--- src/rtl/conv_sequencer.sv ---
// Control sequencer for the 4x4-filter convolution datapath: filter/band load,
// per-window MAC passes, grouped result writes and band sliding, start to done.
module conv_sequencer #(
  parameter int unsigned OUT_ROWS = 13
) (
  input  logic       clk,
  input  logic       rst,
  input  logic       start,
  input  logic       cout_filter_write_index,
  input  logic       cout_mac_index,
  input  logic       cout_buff_write_index,
  input  logic       cout_buff_read_index,
  output logic       load_x,
  output logic       sel_x,
  output logic       load_y,
  output logic       sel_y,
  output logic       load_z,
  output logic       sel_z,
  output logic [1:0] mem_addr_sel,
  output logic       mem_write_en,
  output logic       write_buff_en,
  output logic       write_buff_counter_en,
  output logic       shift_buff,
  output logic       read_buff_counter_en,
  output logic       write_filter_buff_en,
  output logic       write_filter_buff_counter_en,
  output logic       read_filter_buff_counter_en,
  output logic       write_window_buff_en,
  output logic       clear_mac,
  output logic       partial_res_en,
  output logic       shift_reg_en,
  output logic       finalize_shift_reg,
  output logic       done,
  output logic       busy
);

  localparam int unsigned GROUP = 4;

  typedef enum logic [3:0] {
    S_IDLE, S_INIT, S_LD_FILT, S_LD_BUFF, S_LD_WIN, S_MAC,
    S_ACC, S_WR, S_SHIFT, S_REFILL, S_DONE
  } state_t;

  typedef struct packed {
    logic       load_x;
    logic       sel_x;
    logic       load_y;
    logic       sel_y;
    logic       load_z;
    logic       sel_z;
    logic [1:0] mem_addr_sel;
    logic       mem_write_en;
    logic       write_buff_en;
    logic       write_buff_counter_en;
    logic       shift_buff;
    logic       read_buff_counter_en;
    logic       write_filter_buff_en;
    logic       write_filter_buff_counter_en;
    logic       read_filter_buff_counter_en;
    logic       write_window_buff_en;
    logic       clear_mac;
    logic       partial_res_en;
    logic       shift_reg_en;
    logic       finalize_shift_reg;
    logic       done;
    logic       busy;
  } ctrl_t;

  state_t     state_q, state_d;
  logic [3:0] row_cnt_q, row_cnt_d;
  logic [1:0] grp_cnt_q, grp_cnt_d;
  logic       row_end_q, row_end_d;
  ctrl_t      ctrl_q, ctrl_d;

  always_comb begin
    state_d   = state_q;
    row_cnt_d = row_cnt_q;
    grp_cnt_d = grp_cnt_q;
    row_end_d = row_end_q;
    unique case (state_q)
      S_IDLE:    if (start) state_d = S_INIT;
      S_INIT:    state_d = S_LD_FILT;
      S_LD_FILT: if (cout_filter_write_index) state_d = S_LD_BUFF;
      S_LD_BUFF: if (cout_buff_write_index) state_d = S_LD_WIN;
      S_LD_WIN:  state_d = S_MAC;
      S_MAC:     if (cout_mac_index) state_d = S_ACC;
      S_ACC: begin
        grp_cnt_d = grp_cnt_q + 2'd1;
        if (cout_buff_read_index) begin
          row_end_d = 1'b1;
          state_d   = S_WR;
        end else if (grp_cnt_q == 2'(GROUP - 1)) begin
          state_d = S_WR;
        end else begin
          state_d = S_LD_WIN;
        end
      end
      S_WR: begin
        grp_cnt_d = '0;
        if (!row_end_q)                          state_d = S_LD_WIN;
        else if (row_cnt_q == 4'(OUT_ROWS - 1))  state_d = S_DONE;
        else                                     state_d = S_SHIFT;
      end
      S_SHIFT:   state_d = S_REFILL;
      S_REFILL: begin
        row_cnt_d = row_cnt_q + 4'd1;
        row_end_d = 1'b0;
        state_d   = S_LD_WIN;
      end
      S_DONE: begin
        row_cnt_d = '0;
        grp_cnt_d = '0;
        row_end_d = 1'b0;
        state_d   = S_IDLE;
      end
      default:   state_d = S_IDLE;
    endcase
  end

  // Outputs are decoded from the next state and registered, so the output
  // flops always reflect the current state without a decode stage after it.
  always_comb begin
    ctrl_d      = '0;
    ctrl_d.busy = (state_d != S_IDLE);
    unique case (state_d)
      S_INIT: begin
        ctrl_d.load_x = 1'b1;
        ctrl_d.load_y = 1'b1;
        ctrl_d.load_z = 1'b1;
      end
      S_LD_FILT: begin
        ctrl_d.mem_addr_sel                 = 2'd1;
        ctrl_d.write_filter_buff_en         = 1'b1;
        ctrl_d.write_filter_buff_counter_en = 1'b1;
        ctrl_d.load_y                       = 1'b1;
        ctrl_d.sel_y                        = 1'b1;
      end
      S_LD_BUFF: begin
        ctrl_d.write_buff_en         = 1'b1;
        ctrl_d.write_buff_counter_en = 1'b1;
        ctrl_d.load_x                = 1'b1;
        ctrl_d.sel_x                 = 1'b1;
      end
      S_LD_WIN: begin
        ctrl_d.write_window_buff_en = 1'b1;
        ctrl_d.clear_mac            = 1'b1;
      end
      S_MAC: begin
        ctrl_d.read_filter_buff_counter_en = 1'b1;
        ctrl_d.partial_res_en              = 1'b1;
      end
      S_ACC: begin
        ctrl_d.shift_reg_en         = 1'b1;
        ctrl_d.read_buff_counter_en = 1'b1;
      end
      S_WR: begin
        ctrl_d.finalize_shift_reg = 1'b1;
        ctrl_d.mem_addr_sel       = 2'd2;
        ctrl_d.mem_write_en       = 1'b1;
        ctrl_d.load_z             = 1'b1;
        ctrl_d.sel_z              = 1'b1;
      end
      S_SHIFT:  ctrl_d.shift_buff = 1'b1;
      S_REFILL: begin
        ctrl_d.write_buff_en = 1'b1;
        ctrl_d.load_x        = 1'b1;
        ctrl_d.sel_x         = 1'b1;
      end
      S_DONE:   ctrl_d.done = 1'b1;
      default:  ctrl_d = '0;
    endcase
  end

  always_ff @(posedge clk or negedge rst) begin
    if (!rst) begin
      state_q   <= S_IDLE;
      row_cnt_q <= '0;
      grp_cnt_q <= '0;
      row_end_q <= 1'b0;
      ctrl_q    <= '0;
    end else begin
      state_q   <= state_d;
      row_cnt_q <= row_cnt_d;
      grp_cnt_q <= grp_cnt_d;
      row_end_q <= row_end_d;
      ctrl_q    <= ctrl_d;
    end
  end

  assign load_x                       = ctrl_q.load_x;
  assign sel_x                        = ctrl_q.sel_x;
  assign load_y                       = ctrl_q.load_y;
  assign sel_y                        = ctrl_q.sel_y;
  assign load_z                       = ctrl_q.load_z;
  assign sel_z                        = ctrl_q.sel_z;
  assign mem_addr_sel                 = ctrl_q.mem_addr_sel;
  assign mem_write_en                 = ctrl_q.mem_write_en;
  assign write_buff_en                = ctrl_q.write_buff_en;
  assign write_buff_counter_en        = ctrl_q.write_buff_counter_en;
  assign shift_buff                   = ctrl_q.shift_buff;
  assign read_buff_counter_en         = ctrl_q.read_buff_counter_en;
  assign write_filter_buff_en         = ctrl_q.write_filter_buff_en;
  assign write_filter_buff_counter_en = ctrl_q.write_filter_buff_counter_en;
  assign read_filter_buff_counter_en  = ctrl_q.read_filter_buff_counter_en;
  assign write_window_buff_en         = ctrl_q.write_window_buff_en;
  assign clear_mac                    = ctrl_q.clear_mac;
  assign partial_res_en               = ctrl_q.partial_res_en;
  assign shift_reg_en                 = ctrl_q.shift_reg_en;
  assign finalize_shift_reg           = ctrl_q.finalize_shift_reg;
  assign done                         = ctrl_q.done;
  assign busy                         = ctrl_q.busy;

endmodule

--- config.mk ---
export PLATFORM = sky130hd
export DESIGN_NAME = conv_sequencer
export DESIGN_NICKNAME = d
export VERILOG_FILES = /design/src/rtl/conv_sequencer.sv
export SDC_FILE = /design/constraint.sdc
export NUM_CORES = 1
export LEC_CHECK = 0
export CORE_ASPECT_RATIO = 0.9
export CORE_MARGIN = 4
export CORE_UTILIZATION = 30
export CTS_CLUSTER_SIZE = 30
export DETAILED_ROUTE_END_ITERATION = 16
export PLACE_DENSITY = 0.61
export SLEW_MARGIN = 40
export SYNTH_ARGS = -nofsm -noshare
export SYNTH_HDL_FRONTEND = slang
export SYNTH_SLANG_ARGS = --single-unit
--- constraint.sdc ---
create_clock -name clk -period 2.45 [get_ports clk]
set_clock_uncertainty 0.15 [all_clocks]
set_input_delay 0.3675 -clock clk [delete_from_list [all_inputs] [get_ports clk]]
set_output_delay 0.3675 -clock clk [all_outputs]
set_load 0.05 [all_outputs]
==> impl_results.md, run 1 <==
- Ratio of cells with drive above 1 in the final layout: 7.59%
- CP max FO: 17
- Area delta synth->final: 24.2%
- Post-Syn Area: 1270 um2
- Worst-Margin Slew: 582 ps
- Comb pwr share: about 54%
- Number of diodes: 0
- Post_cts resized: 0
- IO Count: 30
- 1st-iter DRT viols: 84
- Net Count, Synth: 136
- Pwr Total: 2140 uW
- R2R cell count: 5
- Pwr/cell area: 1360 nW/um2
- Area contributors post-synth: dfrtp_1 49%, buf_4 5.9%, o21ai_0 5.5%, nand3_1 3.2%, ha_1 3.0%
- CTS Hold Bufs: 0
- First-pass GRT wire length: 4800 um
- Required time of the critical path: 2440 ps
- Initial antenna violation count: 0
- Crit path launch: state_q[0]
- Top flop regs: row_cnt_q (4), state_q (4), grp_cnt_q (2)
- Routed len/inst: roughly 14 um
- Final worst setup slack: roughly 450 ps
- Avg Inst Size Synth: roughly 10 um2
- Vias in the first global route: 1,024
- Setup-failing EPs final: 0
- Commonest cells after routing, fill and taps aside: 29 x clkdlybuf4s50_1, 25 x dfrtp_1, 14 x o21ai_0
- Pint: 1110 uW
- Die height: approximately 70 um
- Share of the synthesized area in the top cell type: about 50%
- Post-DP HPWL: 2000 um
- H-tree level count: 1
- Chip width: approximately 77 um
- Pleak: 0.000672 uW
- Ys async rst share: 100%
- Period minus WS final: 2000 ps
- Clock root buffer: clkbuf_8
- # Post-CTS Setup Buffers: 0
- Flop2flop setup slack: between 400 and 500 ps
- Clock power frac: ~11%
- Filler cells: 396
- CTS buffer count: 3
- Full die area: between 5000 and 6000 um2
- Max IR drop VDD: approximately 320 uV
- Final #Nets: around 160
- DR DRC count: 0
- Synth cell types: 37
- CP max stage cell: dfrtp_1
- Tot GR Track Use: 10.9%
- Sequential element share of the synthesized area: 49.3%
- Initial Utilization: 31.1%
- Core area: 4070 um2
- Top cell type by total area after synthesis: dfrtp_1
- PortBufs: 29
- CP cell instances: nand4bb_2, o32a_2, o211a_4, inv_2, or3b_1
- Final ANT Viol Nets: 0
- Post-Route WL: 2730 um
- Worst Path Class, Setup: reg2reg
- Fmax: 501 MHz
- Routability Congestion: 0.795
- Routed vias: about 1,000
- Largest net degree at the start of global routing: 26
- R2R Path End: busy
- RR Startpoint: state_q[0]
- Max Slew Vio Count: 0
- CP arrival: about 2000 ps
- Slowest Stage Delay on Critical Path: 650 ps
- Row cnt: 22
- Slew headroom: 61.2%
- Worst slack, placed: 355 ps
- Number of synthesized flops with an enable pin: 0
- Clock tree buffer depth: 2
- CTS tree: done
- Seq cells post-synth: 25
- Clk_lat worst skew: 270 ps
- Fin. Hold Viols: 0
- Unrepaired setup endpoints after global routing: false
- Status: complete, no violations
- Primary FF master, synth: dfrtp_1
- Area of the multi-input gates: approximately 500 um2
- CP Launch Type: flip-flop
- Switching Power: just over 1000 uW
- Flop pwr share: between 30% and 40%
- Final period util: 81.5%
- Max-cap violations: 0
- Pre-antenna DRT Iters: 4
- Switch share: around half
- Critical Path Sink Type: flip-flop
- Cells after Synth: 126
- GR Overflow Total: 0
- Routed vias/inst: 5.18
- Type of the worst min-delay path: in2async
- Yosys Warn Count: 0
- Clock sinks: 25
- Setup TNS: 0 ps
- Most common cell after layout, fill and taps aside: clkdlybuf4s50_1
- FF/Latch Area: around 630 um2
- Clock slew at reported path FFs: 90 ps
worst max-delay path by stage:
stage,endpoint
after floorplan,busy
after global placement,busy
after detailed placement,busy
after CTS,busy
after global routing,busy
final,busy
routing by layer:
metal / vias to the layer above / global-route usage (%) / share of wire, %
met1: 487 / 13.4 / 46
met3: 8 / 2.08 / 3.3
li1: 475 / - / -
met4: 0 / 6.04 / 3.2
met5: - / 0 / 0
met2: 30 / 18.0 / 47
logic make-up (layout without fill, tap and decap cells):
logic type,after synthesis,count (layout),synth area share [%]
buffers and inverters,23,42,10.3
flip-flops,25,25,49.3
AO/OA/AOI/OAI,32,32,17.4
AND/OR/NAND/NOR,41,41,18.5
multiplexers,2,2,1.58
adder cells (fa/ha/maj),3,3,2.96
synthesized netlist by cell type, types with 2 or more instances:
master    number
nor3b_1        3
nor2b_1        3
inv_1          6
or3b_1         2
a21oi_1        4
nand2_1        5
nand2b_1       3
and2_1         2
buf_4         10
nand3_1        8
mux2i_1        2
or3_1          2
a41oi_1        2
nor3_1         2
buf_2          5
o21ai_0       14
ha_1           3
dfrtp_1       25
nor2_1         7
power groups by stage:
| stage | registers [uW] | clock network (uW) | logic, uW |
|---|---|---|---|
| 5_1_grt | 767 | 266 | 1260 |
| 6_report | 738 | 245 | 1160 |
| 4_1_cts | 734 | 252 | 1170 |
| 3_3_place_gp | 734 | 0 | 1140 |
| 3_5_place_dp | 742 | 0 | 1160 |
| 2_1_floorplan | 869 | 0 | 746 |
final cells by class:
type	instances	share of cell area [%]
tap	48	3.81
clock buffer	4	2.86
timing repair buffer	31	19.4
sequential	25	39.7
inverter	7	1.67
multi-input combinational	78	32.6
per-stage QoR:
stage | cell area, um2 | util (%) | hold WS [ps] | std cells
floorplan | 1270 | - | -78.1 | 126
global placement | 1530 | 37.6 | 318 | 189
detailed placement | 1530 | 37.6 | 354 | 189
CTS | 1580 | 38.7 | 322 | 193
global route | 1580 | 38.7 | 339 | 193
finish | 1580 | 38.7 | 305 | 193
worst max-delay path, delay by kind of cell (launching register included):
kind,cells,cell delay (ps)
buf+inv,1,50
simple gates,2,650
flops,1,650
compound gates,2,370
No activity file was read; power rests on OpenSTA's default activity.
==> run 2, diff against run 1 <==
PLACE_DENSITY = 0.63   (was 0.61)
clock period = 1.64 ns   (was 2.45 ns; I/O delays follow)
==> run 2 against run 1 <==
Effect of this change: the run now ends with negative setup slack left; via count rose by 15%; cell count rose by 20%; sequential cell count did not move; utilization rose by 12 points; critical path depth rose by 1; worst hold slack got worse by 130 ps; wire length rose by 28%; count of clock-buffer cells in the layout fell by 1; clock power rose by 56%; critical path type unchanged; critical endpoint unchanged.
==> impl_results.md, run 2 (same netlist as run 1, synthesis figures left out) <==
- Status: finished with violations (was complete, no violations)
- Failing checks: negative setup slack
- Initial antenna violation count: 0 (unchanged)
- Pwr/cell area: 2010 nW/um2 (was 1360 nW/um2)
- Full die area: 5340 um2 (unchanged)
- Type of the worst min-delay path: in2async (unchanged)
- Max-cap violations: 0 (unchanged)
- Grt peak-use layer: met2 (unchanged)
- Fin. Hold Viols: 0 (unchanged)
- Post-DP Area: 1820 um2 (was 1530 um2)
- R2R cell count: 6 (was 5)
- Commonest cells after routing, fill and taps aside: 45 x buf_4, 21 x dfrtp_1, 12 x o21ai_0, 12 x buf_12 (was 29 x clkdlybuf4s50_1, 25 x dfrtp_1, 14 x o21ai_0)
- CTS tree: done (unchanged)
- Final worst setup slack: -110 ps (was 454 ps)
- Clock slew at reported path FFs: 100 ps (was 90 ps)
- Clock tree buffer depth: 2 (unchanged)
- Clock root buffer: clkbuf_8 (unchanged)
- Tot GR Track Use: 13.2% (was 10.9%)
- Initial Utilization: 31.1% (unchanged)
- Largest net degree at the start of global routing: 26 (unchanged)
- Worst slack, placed: -241 ps (was 355 ps)
- Fmax: 572 MHz (was 501 MHz)
- Worst-Margin Slew: 351 ps (was 582 ps)
- Top flop regs: row_cnt_q (4), state_q (4), grp_cnt_q (2) (unchanged)
- Setup TNS: -455 ps (was 0 ps)
- Flop pwr share: 25.4% (was 34.4%)
- Clock power frac: 9.2% (was 11.4%)
- Pleak: 0.000953 uW (was 0.000672 uW)
- Die height: 69.7 um (unchanged)
- Ratio of cells with drive above 1 in the final layout: 49.7% (was 7.59%)
- Critical Path Sink Type: flip-flop (unchanged)
- GR Overflow Total: 0 (unchanged)
- Routed len/inst: 15.1 um (was 14.1 um)
- Pint: 2290 uW (was 1110 uW)
- Comb pwr share: 65.4% (was 54.2%)
- Number of diodes: 0 (unchanged)
- Routed vias/inst: 4.99 (was 5.18)
- Routability Congestion: 0.862 (was 0.795)
- IO Count: 30 (unchanged)
- Required time of the critical path: 1650 ps (was 2440 ps)
- Met1 Usage GRT: 14.7% (was 13.4%)
- Final Core Density: 50.7% (was 38.7%)
- Routed vias: 1,153 (was 1,000)
- GR Util met2: 24.1% (was 18.0%)
- Max IR drop VDD: 694 uV (was 323 uV)
- CP max FO: 8 (was 17)
- Chip width: 76.6 um (unchanged)
- Row cnt: 22 (unchanged)
- Final Cell Area: 2070 um2 (was 1580 um2)
- Switching Power: 1860 uW (was 1030 uW)
- Period minus WS final: 1750 ps (was 2000 ps)
- Setup-failing EPs final: 7 (was 0)
- Worst Path Class, Setup: reg2reg (unchanged)
- Hold Slack: 180 ps (was 305 ps)
- CTS buffer count: 3 (unchanged)
- Final period util: 107% (was 81.5%)
- 1st-iter DRT viols: 90 (was 84)
- Post-Route WL: 3490 um (was 2730 um)
- DR DRC count: 0 (unchanged)
- Clk_lat worst skew: 270 ps (about the same)
- Slew headroom: 76.6% (was 61.2%)
- Area delta synth->final: 62.9% (was 24.2%)
- Unrepaired setup endpoints after global routing: true (was false)
- Vias in the first global route: 1,188 (was 1,024)
- H-tree level count: 1 (unchanged)
- CP arrival: 1760 ps (was 1990 ps)
- Post-DP HPWL: 2450 um (was 2000 um)
- Pre-antenna DRT Iters: 4 (unchanged)
- Final ANT Viol Nets: 0 (unchanged)
- M3 GR Usage: 2.47% (was 2.08%)
- Switch share: 44.9% (was 48.1%)
- First-pass GRT wire length: 5640 um (was 4800 um)
- CP Launch Type: flip-flop (unchanged)
- Final #Nets: 194 (was 156)
- PortBufs: 29 (unchanged)
- Clock sinks: 25 (unchanged)
- Max Slew Vio Count: 0 (unchanged)
- Most common cell after layout, fill and taps aside: buf_4 (was clkdlybuf4s50_1)
- Core area: 4070 um2 (unchanged)
- CTS Hold Bufs: 0 (unchanged)
## run 2: changes by cell type in the layout (fill, tap and decap cells not counted), moves of 4 or more
cell / before / now
dfrtp_2: 0 / 4
dfrtp_1: 25 / 21
buf_12: 0 / 12
clkdlybuf4s50_1: 29 / 6
buf_6: 0 / 6
buf_4: 2 / 45
## run 2: path summary, 6_finish.rpt
path | start | end | slack, ps
setup / recovery | state_q[1] | busy | -110
hold / removal | rst | write_buff_counter_en | 180
setup reg to reg | state_q[1] | busy | -110
hold reg to reg | row_end_q | row_end_q | 420
max in group asynchronous | rst | state_q[0] | 890
min in group clk | row_end_q | row_end_q | 420
## run 2: area by class of cell
cell class	instances	area (um2)
clock buffer	3	41.3
clock inverter	1	7.51
fill	366	2010
inverter	7	26.3
multi-input combinational	78	596
sequential	25	631
tap	48	60.1
timing repair buffer	69	706
## run 2: per-layer routing
| metal | share of wire [%] | up-vias | wire (um) |
|---|---|---|---|
| met2 | 51 | 41 | 1790 |
| met3 | 5.2 | 8 | 180 |
| met5 | 0 | - | 0 |
| met1 | 41 | 554 | 1430 |
| met4 | 2.6 | 0 | 90 |
| li1 | - | 550 | - |
## run 2: power by group through the flow
stage | clock, uW | sequential [uW] | combinational (uW)
final | 381 | 1060 | 2720
after CTS | 394 | 1040 | 2460
after floorplan | 0 | 1300 | 1130
after detailed placement | 0 | 1050 | 2300
after global routing | 418 | 1090 | 2880
after global placement | 0 | 1040 | 2230
## run 2: metrics by stage
stage          std cells  total power [uW]
2_1_floorplan        126              2430
3_3_place_gp         212              3280
3_5_place_dp         212              3350
4_1_cts              224              3900
5_1_grt              231              4390
6_report             231              4150
## run 2: critical path: stages, from the launching register on
cell     delay, ps
dfrtp_2        500
buf_6          150
nand2_1         60
o32a_4         190
o211a_4        170
inv_2           40
or3b_1         380
## run 2: timing repair
| item | in CTS | in global routing |
|---|---|---|
| gates resized for setup | 9 | 17 |
| pin swaps | 5 | 7 |
| endpoints found under the setup margin | 9 | 13 |
| buffers inserted | 8 | 7 |
==> run 3, diff against run 2 <==
REMOVE_ABC_BUFFERS = 1   (was default)
==> run 3 against run 2 <==
Effect of this change: the run still ends with negative setup slack left; largest cell class unchanged; total power shrank 0.19%; wire length down 9.3%; count of clock-buffer cells in the layout did not move; non-clock buffer count increased by 1.
==> impl_results.md, run 3 (same netlist as run 1, synthesis figures left out) <==
- Clock sinks: 25 (unchanged)
- Final ANT Viol Nets: 0 (unchanged)
- Unrepaired setup endpoints after global routing: true (unchanged)
- Clk_lat worst skew: 270 ps (about the same)
- First-pass GRT wire length: 5400 um (was 5640 um)
- Setup-failing EPs final: 6 (was 7)
- Initial Utilization: 31.1% (unchanged)
- Max Slew Vio Count: 0 (unchanged)
- Worst Path Class, Setup: reg2reg (unchanged)
- 1st-iter DRT viols: 52 (was 90)
- Slew headroom: 76.7% (was 76.6%)
- Commonest cells after routing, fill and taps aside: 43 x buf_4, 21 x dfrtp_1, 17 x buf_12 (was 45 x buf_4, 21 x dfrtp_1, 12 x o21ai_0, 12 x buf_12)
- Row cnt: 22 (unchanged)
- Chip width: 76.6 um (unchanged)
- Final Cell Area: 2090 um2 (was 2070 um2)
- Initial antenna violation count: 0 (unchanged)
- Clock tree buffer depth: 2 (unchanged)
- Pre-antenna DRT Iters: 5 (was 4)
- M3 GR Usage: 2.73% (was 2.47%)
- Fmax: 590 MHz (was 572 MHz)
- Worst-Margin Slew: 350 ps (was 351 ps)
- Required time of the critical path: 1700 ps (was 1650 ps)
- Crit path launch: state_q[3] (was state_q[1])
- CP cell instances: nand2b_1, or3_1, o211a_4, buf_4, o21ai_2 (was buf_6, nand2_1, o32a_4, o211a_4, inv_2, or3b_1)
- Core area: 4070 um2 (unchanged)
- Area delta synth->final: 65.0% (was 62.9%)
- Final #Nets: 195 (was 194)
- Max IR drop VDD: 852 uV (was 694 uV)
- CP max FO: 5 (was 8)
- RR Startpoint: state_q[3] (was state_q[1])
- Clock root buffer: clkbuf_8 (unchanged)
- CTS tree: done (unchanged)
- Pwr Total: 4150 uW (about the same)
- Routed len/inst: 13.6 um (was 15.1 um)
- CP max stage cell: dfrtp_2 (unchanged)
- Clock slew at reported path FFs: 90 ps (was 100 ps)
- Ratio of cells with drive above 1 in the final layout: 46.2% (was 49.7%)
- Tot GR Track Use: 12.4% (was 13.2%)
- Post-DP HPWL: 2300 um (was 2450 um)
- Routed vias: 1,160 (was 1,153)
- GR Util met2: 22.2% (was 24.1%)
- Critical Path Sink Type: flip-flop (unchanged)
- Final worst setup slack: -53.8 ps (was -110 ps)
- Post-DP Area: 1900 um2 (was 1820 um2)
- Routed vias/inst: 5.00 (was 4.99)
- Met1 Usage GRT: 14.7% (about the same)
- Final Core Density: 51.4% (was 50.7%)
- Final period util: 103% (was 107%)
- Vias in the first global route: 1,158 (was 1,188)
- Failing checks: negative setup slack (unchanged)
- Period minus WS final: 1690 ps (was 1750 ps)
- H-tree level count: 1 (unchanged)
- Max-cap violations: 0 (unchanged)
- Routability Congestion: 0.856 (was 0.862)
- CTS Hold Bufs: 0 (unchanged)
- CTS buffer count: 3 (unchanged)
- Pleak: 0.000964 uW (was 0.000953 uW)
- Top flop regs: row_cnt_q (4), state_q (4), grp_cnt_q (2) (unchanged)
- Number of diodes: 0 (unchanged)
- IO Count: 30 (unchanged)
- Type of the worst min-delay path: in2async (unchanged)
- Most common cell after layout, fill and taps aside: buf_4 (unchanged)
- PortBufs: 29 (unchanged)
- Grt peak-use layer: met2 (unchanged)
- Post-Route WL: 3160 um (was 3490 um)
- Full die area: 5340 um2 (unchanged)
- CP arrival: 1750 ps (was 1760 ps)
- Fin. Hold Viols: 0 (unchanged)
- Die height: 69.7 um (unchanged)
- Hold Slack: 175 ps (was 180 ps)
- Pwr/cell area: 1980 nW/um2 (was 2010 nW/um2)
- Largest net degree at the start of global routing: 26 (unchanged)
- CP Launch Type: flip-flop (unchanged)
- Slowest Stage Delay on Critical Path: 450 ps (was 500 ps)
- DR DRC count: 0 (unchanged)
- GR Overflow Total: 0 (unchanged)
- Status: finished with violations (unchanged)
==> run 3: cell count changes in the layout (fill, tap and decap cells not counted), sizes merged <==
cell and change:
clkinv +1, clkbuf +1, clkinvlp -1
==> run 3: routing by layer <==
metal	up-vias	routed length (um)
li1	554	-
met1	559	1350
met2	39	1580
met3	8	164
met4	0	73
met5	-	0
==> run 3: worst paths after layout <==
check	cells past startpoint	end	slack, ps
min reg2reg	2	row_cnt_q[3]	430
max	5	load_y	-50
min	2	row_cnt_q[2]	170
min in group clk	2	row_cnt_q[3]	430
max reg2reg	5	load_y	-50
max in group asynchronous	2	state_q[3]	910
==> run 3: area by class of cell <==
class	instances	area [um2]
inverters	7	26.3
clock inverters	1	5.00
repair buffers	70	762
flip-flops and latches	25	631
multi-input cells	78	568
clock buffers	3	41.3
fillers	358	1980
well taps	48	60.1
==> run 3: per-stage QoR <==
stage / TNS, ps / setup slack [ps] / instances
6_report: -225 / -53.8 / 232
2_1_floorplan: -1920 / -235 / 110
5_1_grt: -609 / -116 / 232
4_1_cts: -209 / -77.2 / 229
3_3_place_gp: -989 / -200 / 218
3_5_place_dp: -1160 / -226 / 218
==> run 3: critical path, delay by kind of cell (launching register included) <==
kind / cells / cell delay (ps)
AO/OA/AOI/OAI: 2 / 290
buffers and inverters: 1 / 140
flip-flops: 1 / 450
AND/OR/NAND/NOR: 2 / 600
==> run 3: power by group <==
part / switching [uW] / internal, uW / total, uW
sequential: 224 / 831 / 1050
combinational: 1360 / 1360 / 2720
clock: 200 / 170 / 371
==> run 3: repair_timing <==
item                                    4_1_cts  5_1_grt
resized for setup                            15        5
endpoints found under the setup margin       11       11
pin swaps                                     6        6
gates cloned                                  0        0
buffers inserted                              7        3
